$ cat config.mk
export PLATFORM = sky130hd
export DESIGN_NAME = game_flow_controller_flat
export DESIGN_NICKNAME = d
export VERILOG_FILES = /design/src/rtl/game_flow_controller_if.sv /design/src/rtl/game_flow_controller.sv /design/src/flat_wrapper.sv
export SDC_FILE = /design/constraint.sdc
export NUM_CORES = 1
export LEC_CHECK = 0
export CORE_UTILIZATION = 51
export DETAILED_ROUTE_END_ITERATION = 7
export HOLD_SLACK_MARGIN = 0.08
export PLACE_DENSITY_LB_ADDON = 0.15
export RECOVER_POWER = 50
export SLEW_MARGIN = 20
export SYNTH_ARGS = -nofsm -noshare
export SYNTH_HDL_FRONTEND = slang
export SYNTH_SLANG_ARGS = --single-unit
$ cat constraint.sdc
create_clock -name clk -period 1.7 [get_ports clk]
set_input_delay 0.17 -clock clk [delete_from_list [all_inputs] [get_ports clk]]
set_output_delay 0.17 -clock clk [all_outputs]
set_load 0.05 [all_outputs]
$ cat src/rtl/game_flow_controller_if.sv
// Play-sequencer bus: key/collision/frame inputs toward the controller, pause/launch/respawn/status back.
// Slave side is the controller; master side is the surrounding key/collision logic or a bench.
interface game_flow_controller_if;
  logic       startOfFrame;
  logic       key5IsPressed;
  logic       keyPauseIsPressed;
  logic       collisionSmileyBorderBottom;
  logic       pause;
  logic       launch;
  logic       respawn;
  logic [3:0] lives;
  logic       gameOver;
  logic [2:0] state;

  modport master (
    output startOfFrame, key5IsPressed, keyPauseIsPressed, collisionSmileyBorderBottom,
    input  pause, launch, respawn, lives, gameOver, state
  );

  modport slave (
    input  startOfFrame, key5IsPressed, keyPauseIsPressed, collisionSmileyBorderBottom,
    output pause, launch, respawn, lives, gameOver, state
  );
endinterface

$ cat src/rtl/game_flow_controller.sv
// Smiley play sequencer: pause gating, launch/respawn pulses, lives and frame-timed loss delay.
// All outputs registered, 1 clk input-to-output latency; no backpressure (inputs are levels/pulses).
module game_flow_controller #(
  parameter int LIVES             = 3,
  parameter int LOST_DELAY_FRAMES = 60
) (
  input  logic                  clk,
  input  logic                  resetN,
  game_flow_controller_if.slave bus
);

  typedef enum logic [2:0] {
    READY     = 3'd0,
    PLAY      = 3'd1,
    PAUSED    = 3'd2,
    LOST      = 3'd3,
    GAME_OVER = 3'd4
  } state_t;

  localparam logic [3:0] LIVES_INIT = 4'(LIVES);
  localparam logic [7:0] DLY_LAST   = 8'(LOST_DELAY_FRAMES - 1);

  state_t     state_q, state_d;
  logic [3:0] lives_q, lives_d;
  logic [7:0] cnt_q, cnt_d;
  logic       launch_q, launch_d;
  logic       respawn_q, respawn_d;
  logic       key5_q, keyp_q;
  logic       key5_rise, keyp_rise;

  assign key5_rise = bus.key5IsPressed & ~key5_q;
  assign keyp_rise = bus.keyPauseIsPressed & ~keyp_q;

  always_ff @(posedge clk) begin
    if (!resetN) begin
      state_q   <= READY;
      lives_q   <= LIVES_INIT;
      cnt_q     <= 8'd0;
      launch_q  <= 1'b0;
      respawn_q <= 1'b0;
      // Edge registers start high so a key held through reset gives no edge.
      key5_q    <= 1'b1;
      keyp_q    <= 1'b1;
    end else begin
      state_q   <= state_d;
      lives_q   <= lives_d;
      cnt_q     <= cnt_d;
      launch_q  <= launch_d;
      respawn_q <= respawn_d;
      key5_q    <= bus.key5IsPressed;
      keyp_q    <= bus.keyPauseIsPressed;
    end
  end

  always_comb begin
    state_d   = state_q;
    lives_d   = lives_q;
    cnt_d     = cnt_q;
    launch_d  = 1'b0;
    respawn_d = 1'b0;
    unique case (state_q)
      READY: begin
        if (key5_rise) begin
          state_d  = PLAY;
          launch_d = 1'b1;
        end
      end
      PLAY: begin
        // Collision outranks a simultaneous pause press.
        if (bus.collisionSmileyBorderBottom) begin
          state_d = LOST;
          cnt_d   = 8'd0;
          lives_d = (lives_q == 4'd0) ? 4'd0 : lives_q - 4'd1;
        end else if (keyp_rise) begin
          state_d = PAUSED;
        end
      end
      PAUSED: begin
        if (keyp_rise) state_d = PLAY;
      end
      LOST: begin
        if (bus.startOfFrame) begin
          if (cnt_q == DLY_LAST) begin
            if (lives_q != 4'd0) begin
              state_d   = READY;
              respawn_d = 1'b1;
            end else begin
              state_d = GAME_OVER;
            end
          end else begin
            cnt_d = cnt_q + 8'd1;
          end
        end
      end
      GAME_OVER: begin
        if (key5_rise) begin
          state_d   = READY;
          lives_d   = LIVES_INIT;
          respawn_d = 1'b1;
        end
      end
      default: state_d = READY;
    endcase
  end

  assign bus.pause    = (state_q != PLAY);
  assign bus.launch   = launch_q;
  assign bus.respawn  = respawn_q;
  assign bus.lives    = lives_q;
  assign bus.gameOver = (state_q == GAME_OVER);
  assign bus.state    = state_q;

endmodule

$ cat src/flat_wrapper.sv
// flat-port wrapper written by rule: the top's interface ports become plain ports
module game_flow_controller_flat 
#(
  parameter int LIVES             = 3,
  parameter int LOST_DELAY_FRAMES = 60
)
  (clk, resetN, bus_startOfFrame, bus_key5IsPressed, bus_keyPauseIsPressed, bus_collisionSmileyBorderBottom, bus_pause, bus_launch, bus_respawn, bus_lives, bus_gameOver, bus_state);
  game_flow_controller_if bus_i ();
  input  logic clk;
  input  logic resetN;
  input wire logic [$bits(bus_i.startOfFrame)-1:0] bus_startOfFrame;
  input wire logic [$bits(bus_i.key5IsPressed)-1:0] bus_key5IsPressed;
  input wire logic [$bits(bus_i.keyPauseIsPressed)-1:0] bus_keyPauseIsPressed;
  input wire logic [$bits(bus_i.collisionSmileyBorderBottom)-1:0] bus_collisionSmileyBorderBottom;
  output wire logic [$bits(bus_i.pause)-1:0] bus_pause;
  output wire logic [$bits(bus_i.launch)-1:0] bus_launch;
  output wire logic [$bits(bus_i.respawn)-1:0] bus_respawn;
  output wire logic [$bits(bus_i.lives)-1:0] bus_lives;
  output wire logic [$bits(bus_i.gameOver)-1:0] bus_gameOver;
  output wire logic [$bits(bus_i.state)-1:0] bus_state;
  assign bus_i.startOfFrame = bus_startOfFrame;
  assign bus_i.key5IsPressed = bus_key5IsPressed;
  assign bus_i.keyPauseIsPressed = bus_keyPauseIsPressed;
  assign bus_i.collisionSmileyBorderBottom = bus_collisionSmileyBorderBottom;
  assign bus_pause = bus_i.pause;
  assign bus_launch = bus_i.launch;
  assign bus_respawn = bus_i.respawn;
  assign bus_lives = bus_i.lives;
  assign bus_gameOver = bus_i.gameOver;
  assign bus_state = bus_i.state;
  game_flow_controller #(.LIVES(LIVES), .LOST_DELAY_FRAMES(LOST_DELAY_FRAMES)) u_core (.clk(clk), .resetN(resetN), .bus(bus_i));
endmodule
# Word-level counts from Yosys, hierarchy flattened

Cells that the tools add are included.
Widths: inputs -> output; s select.

Register bits: 19
Output and inout bits: 11

Reductions and logical operators: 9
Equal/unequal tests: 14
Bitwise operators: 4
$add $sub $neg: 2
Muxes and demuxes: 22

Operators with widths:

| cell                | count |
|---|---|
| $mux 3              | 8 |
| $mux 8              | 3 |
| $pmux 8 s2          | 1 |
| $pmux 3 s5          | 1 |
| $mux 4              | 3 |
| $add 8x1->8 const B | 1 |
| $eq 8x6->1 const B  | 1 |
| $ne 2x1->1 const B  | 4 |
| $pmux 4 s2          | 1 |
| $eq 3x2->1 const B  | 2 |
| $ne 2x2->1 const B  | 3 |
| $reduce_and 6->1    | 1 |
| $logic_not 4->1     | 1 |
| $mux 1              | 4 |
| $reduce_and 4->1    | 1 |
| $reduce_bool 2->1   | 2 |
| $reduce_bool 4->1   | 1 |
| $sub 4x1->4 const B | 1 |
| $eq 3x1->1 const B  | 1 |
| $eq 3x3->1 const B  | 1 |
| $logic_not 3->1     | 1 |
| $ne 3x1->1 const B  | 1 |
| $ne 3x2->1 const B  | 1 |
| $reduce_and 3->1    | 1 |
| other kinds (4)     | 6 |

# Logic depth before layout (Yosys ltp)

Gate-level depths: netlist of run 1.

Word-level depth: 5
Mapped depth: 5
Depth with buffers taken out: 5

# Worst setup path before layout of run 1

No wires, ideal clock.

Kind: flip-flop to flip-flop
Start point: register u_core.state_q[0] (netlist: u_core.bus.state[0])
End point: register u_core.cnt_q[2]
Clock period less this slack: 1.696 ns
Buffers on the path: 1
Stages on the path, launching flop included: 6
Data required time: 1.634 ns
Setup time: 0.066 ns
Data arrival time: 1.630 ns
Setup slack: 0.004 ns
Cells stage by stage: dfxtp_1 -> buf_4 -> and4b_2 -> nand2_1 -> or3_1 -> a21oi_2

Longest elaborated chain between the ends: 3
Elaborated cells between the ends (all ways): 8
Those cells by class: 5 x eq/ne; 1 x mux; 2 x reduce/logical

Ends and longest elaborated chain:

| what                                                             | RTL line                   | RTL |
|---|---|---|
| from (decl)                                                      | game_flow_controller.sv:23 | `state_t state_q, state_d;` |
| from (signal assigned)                                           | game_flow_controller.sv:45 | `state_q <= state_d;` |
| $eq 3x2->1 / $eq 3x1->1 (equally long branches)                  | game_flow_controller.sv:61 | `unique case (state_q)` |
| $ne 2x2->1 (no line) / $reduce_bool 2->1 (equally long branches) | --                         |  |
| $reduce_and 4->1 (no line)                                       | --                         |  |
| to (signal assigned)                                             | game_flow_controller.sv:47 | `cnt_q <= cnt_d;` |
| to (decl)                                                        | game_flow_controller.sv:25 | `logic [7:0] cnt_q, cnt_d;` |

Several ways; a longest one is shown, not always the timed one.
A chain may end at the register's enable or synchronous reset.

# Worst setup path in the final report of run 1

Start point: register u_core.state_q[0] (netlist: u_core.bus.state[0])
End point: output port bus_gameOver

Longest elaborated chain between the ends: 1

Ends and longest elaborated chain:

| what       | RTL line                    | RTL |
|---|---|---|
| $eq 3x3->1 | game_flow_controller.sv:110 | `assign bus.gameOver = (state_q == GAME_OVER);` |
| to (decl)  | flat_wrapper.sv:19          | `output wire logic [$bits(bus_i.gameOver)-1:0] bus_gameOver;` |

Every way passes these cells.

==> metrics.yaml, run 1 <==
status: "finished clean"
endpoint_kind: "output port"
drv_slew: 0
yosysUniqueCellTypes: 47
cts_sinks: 19
core-area_mm2: 0.00180
viasPerCell: 5.71
multiInputGateArea_um2: 598
slew_headroom_pct: 59.9
synth_cells: 119
grt_setup_unrepaired: "no"
min_path_cells: 2
whs_ns: 0.458
root_buffer: "clkbuf_4"
layout-drive-gt1-share_pct: 14.3
fp.dieW_um: 47.0
hp-start: "bus_keyPauseIsPressed"
grt_usage_pct: 23.2
num_rows: 15
peakVddDrop_mv: 0.480
critPathSlowestCell: "dfxtp_1"
hold_buffers: 0
crit_type: "reg -> out"
timing.rr.end: "u_core.bus.state[0]"
slowest_delay_ns: 0.59
drtPass1Iterations: 4
cts_max_level: 1
numCtsBuffers: 3
cp_max_fo: 13
design_area_mm2: 0.00123
reg2reg_depth: 5
drv_cap: 0
period_share_pct: 94.2
synth_compound_area_share_pct: 21.5
grt_start_max_net_pins: 14
pin_count: 17
ys_seq_area_share_pct: 36.8
yosys.area_share.adder_pct: 1.21
yosys.area_share.simple_pct: 31.5
die_h_um: 47.0
synth-seq-cells: 19
antenna_cells: 0
cts_resized: 0
syn_avg_cell_area_um2: 8.67
synth.mux.area_fraction_pct: 4.00
first_iter_violations: 21
max_freq_mhz: 625
synth_flop_cell: "dfxtp_1"
wl_per_cell_um: 13.4
netlist_area_mm2: 0.00103
synth-edff-count: 0
antenna_found_initial: 0
r2r_start: "u_core.cnt_q[0]"
yosysWarnings: 0
power.density_mw_per_mm2: 651
seqCellArea_um2: 380
r2r_slack_ns: 0.11
postRouteAntennaNets: 0
drcViolationCount: 0
hpwl_um: 1680
cts_tree: "built"
p_leak_uw: 0.000478
start_util_pct: 57.3
syn_nets: 126
overflow: 0
post_dp_cell_area_mm2: 0.00123
dieArea_mm2: 0.00221
vias: 942
path_cells: "nor2_1, and2_1, buf_12"
grt_pass1_vias: 811
synth-xor-area-share_pct: 0
min_path_type: "in -> reg"
synth_top_family_by_area: "simple AND/OR/NAND/NOR gates"
cts_setup_buffers: 0
totalWireLength_um: 2220
min_to: "u_core.keyp_q"
path_clk_slew_ns: 0.12
critPathLaunchType: "register"
cts_buffer_depth: 2
hold_violations: 0
place_congestion: 0.830
nets: 148
fin_skew_ns: 0.00610
setup_violations: 0
portBuffers: 16
cp.arrival_ns: 1.43
grt_pass1_wl_um: 3610
clock_latency_ns: 0.30
syn2layout_area_growth_pct: 19.4
fin_crit_ns: 1.60
fillers: 166
crit_required_ns: 1.53
async_flop_share_pct: 0
worst_pin_slew_ns: 0.605
finalSetupTns_ns: 0
==> report_power, final <==
part / internal [µW] / switching, µW
sequential: 452 / 9.57
clock: 87.7 / 149
combinational: 42.2 / 61.2
total: 582 / 220
==> cells in the mapped netlist, types with 2 or more instances <==
| master | count | share of area [%] |
|---|---|---|
| dfxtp_1 | 19 | 37 |
| nand2_1 | 15 | 5.5 |
| nand3_1 | 7 | 3.4 |
| inv_1 | 6 | 2.2 |
| nor2_1 | 6 | 2.2 |
| o21ai_1 | 6 | 2.9 |
| a31oi_1 | 3 | 1.8 |
| and2_1 | 3 | 1.8 |
| mux2i_1 | 3 | 2.9 |
| nand2b_1 | 3 | 1.8 |
| nand4_1 | 3 | 1.8 |
| o21ai_0 | 3 | 1.5 |
| a21boi_1 | 2 | 1.5 |
| a21oi_1 | 2 | 0.97 |
| and3_1 | 2 | 1.2 |
| buf_2 | 2 | 0.97 |
| nand3b_1 | 2 | 1.5 |
| o211ai_1 | 2 | 1.5 |
| or3_1 | 2 | 1.2 |
==> metrics by stage <==
step | std cells | power (µW) | util [%] | setup WS (ns)
3_3_place_gp | 161 | 577 | 68.5 | 0.166
4_1_cts | 165 | 810 | 70.1 | 0.0988
5_1_grt | 165 | 828 | 68.4 | 0.00930
2_1_floorplan | 119 | 537 | - | 0.00403
6_report | 165 | 802 | 68.4 | 0.0994
3_5_place_dp | 161 | 580 | 68.5 | 0.124
==> flip-flops by register name (all words and copies together) (netlist names) <==
| register | count |
|---|---|
| u_core.keyp_q | 1 |
| u_core.cnt_q | 8 |
| u_core.bus.lives | 4 |
| u_core.bus.respawn | 1 |
| u_core.bus.state | 3 |
| u_core.key5_q | 1 |
| u_core.bus.launch | 1 |
==> routing by layer <==
metal | vias up | GRT usage, % | wire length [µm]
li1 | 481 | - | -
met3 | 6 | 4.62 | 72
met5 | - | 0 | 0
met4 | 0 | 9.14 | 28
met1 | 433 | 33.4 | 1160
met2 | 22 | 33.9 | 955
==> how the worst max path moves through the flow <==
stage	startpoint	end	slack, ns	depth (start not counted)
final	u_core.bus.state[0]	bus_gameOver	0.1	3
after global routing	u_core.bus.state[0]	bus_gameOver	0.009	3
after CTS	u_core.bus.launch	bus_launch	0.1	1
after detailed placement	bus_key5IsPressed	u_core.bus.lives[2]	0.12	5
after global placement	bus_key5IsPressed	u_core.bus.state[0]	0.17	5
after floorplan	u_core.bus.state[0]	u_core.cnt_q[2]	0.004	5
==> cells in the final DEF (no fill, tap or decap), types with 2 or more instances in the layout <==
| cell type | count |
|---|---|
| inv_1 | 6 |
| clkbuf_1 | 6 |
| nand3_1 | 7 |
| and3_1 | 2 |
| clkbuf_4 | 3 |
| nor2_1 | 7 |
| buf_12 | 2 |
| dfxtp_1 | 19 |
| or3_1 | 2 |
| mux2i_1 | 3 |
| and2_1 | 2 |
| o21ai_1 | 6 |
| buf_4 | 4 |
| a21oi_1 | 2 |
| a31oi_1 | 3 |
| nand3b_1 | 2 |
| clkdlybuf4s50_1 | 6 |
| nand2b_1 | 3 |
| nand2_1 | 15 |
| o21ai_0 | 3 |
| a21boi_0 | 2 |
| nand4_1 | 3 |
| o211ai_1 | 2 |
| clkbuf_2 | 2 |
==> cell families after synthesis <==
family,after synthesis
and+or+nand+nor,56
buffers and inverters,10
AOI/OAI and AO/OA,29
muxes,4
adders and majority gates,1
DFF,19
==> cell type report <==
type                    count  share of cell area (%)
flip-flops and latches     19                    30.9
multi-input cells          90                    48.5
clock buffers               3                    1.83
repair buffers             21                    14.0
inverters                   6                    1.83
well taps                  25                    2.54
clock inverters             1                   0.406
==> worst max-delay path: cells and delay by family, from the launching register on <==
| family | cells | cell delay (ns) |
|---|---|---|
| buffers and inverters | 1 | 0.15 |
| DFF | 1 | 0.59 |
| and+or+nand+nor | 2 | 0.39 |
Note: power is estimated with default switching activity, not from simulation.
==> run 2: changes to the inputs <==
- HOLD_SLACK_MARGIN: 0.08 -> default
==> results of run 2 <==
Final layout, timing and power as in run 1 (identical DEF).
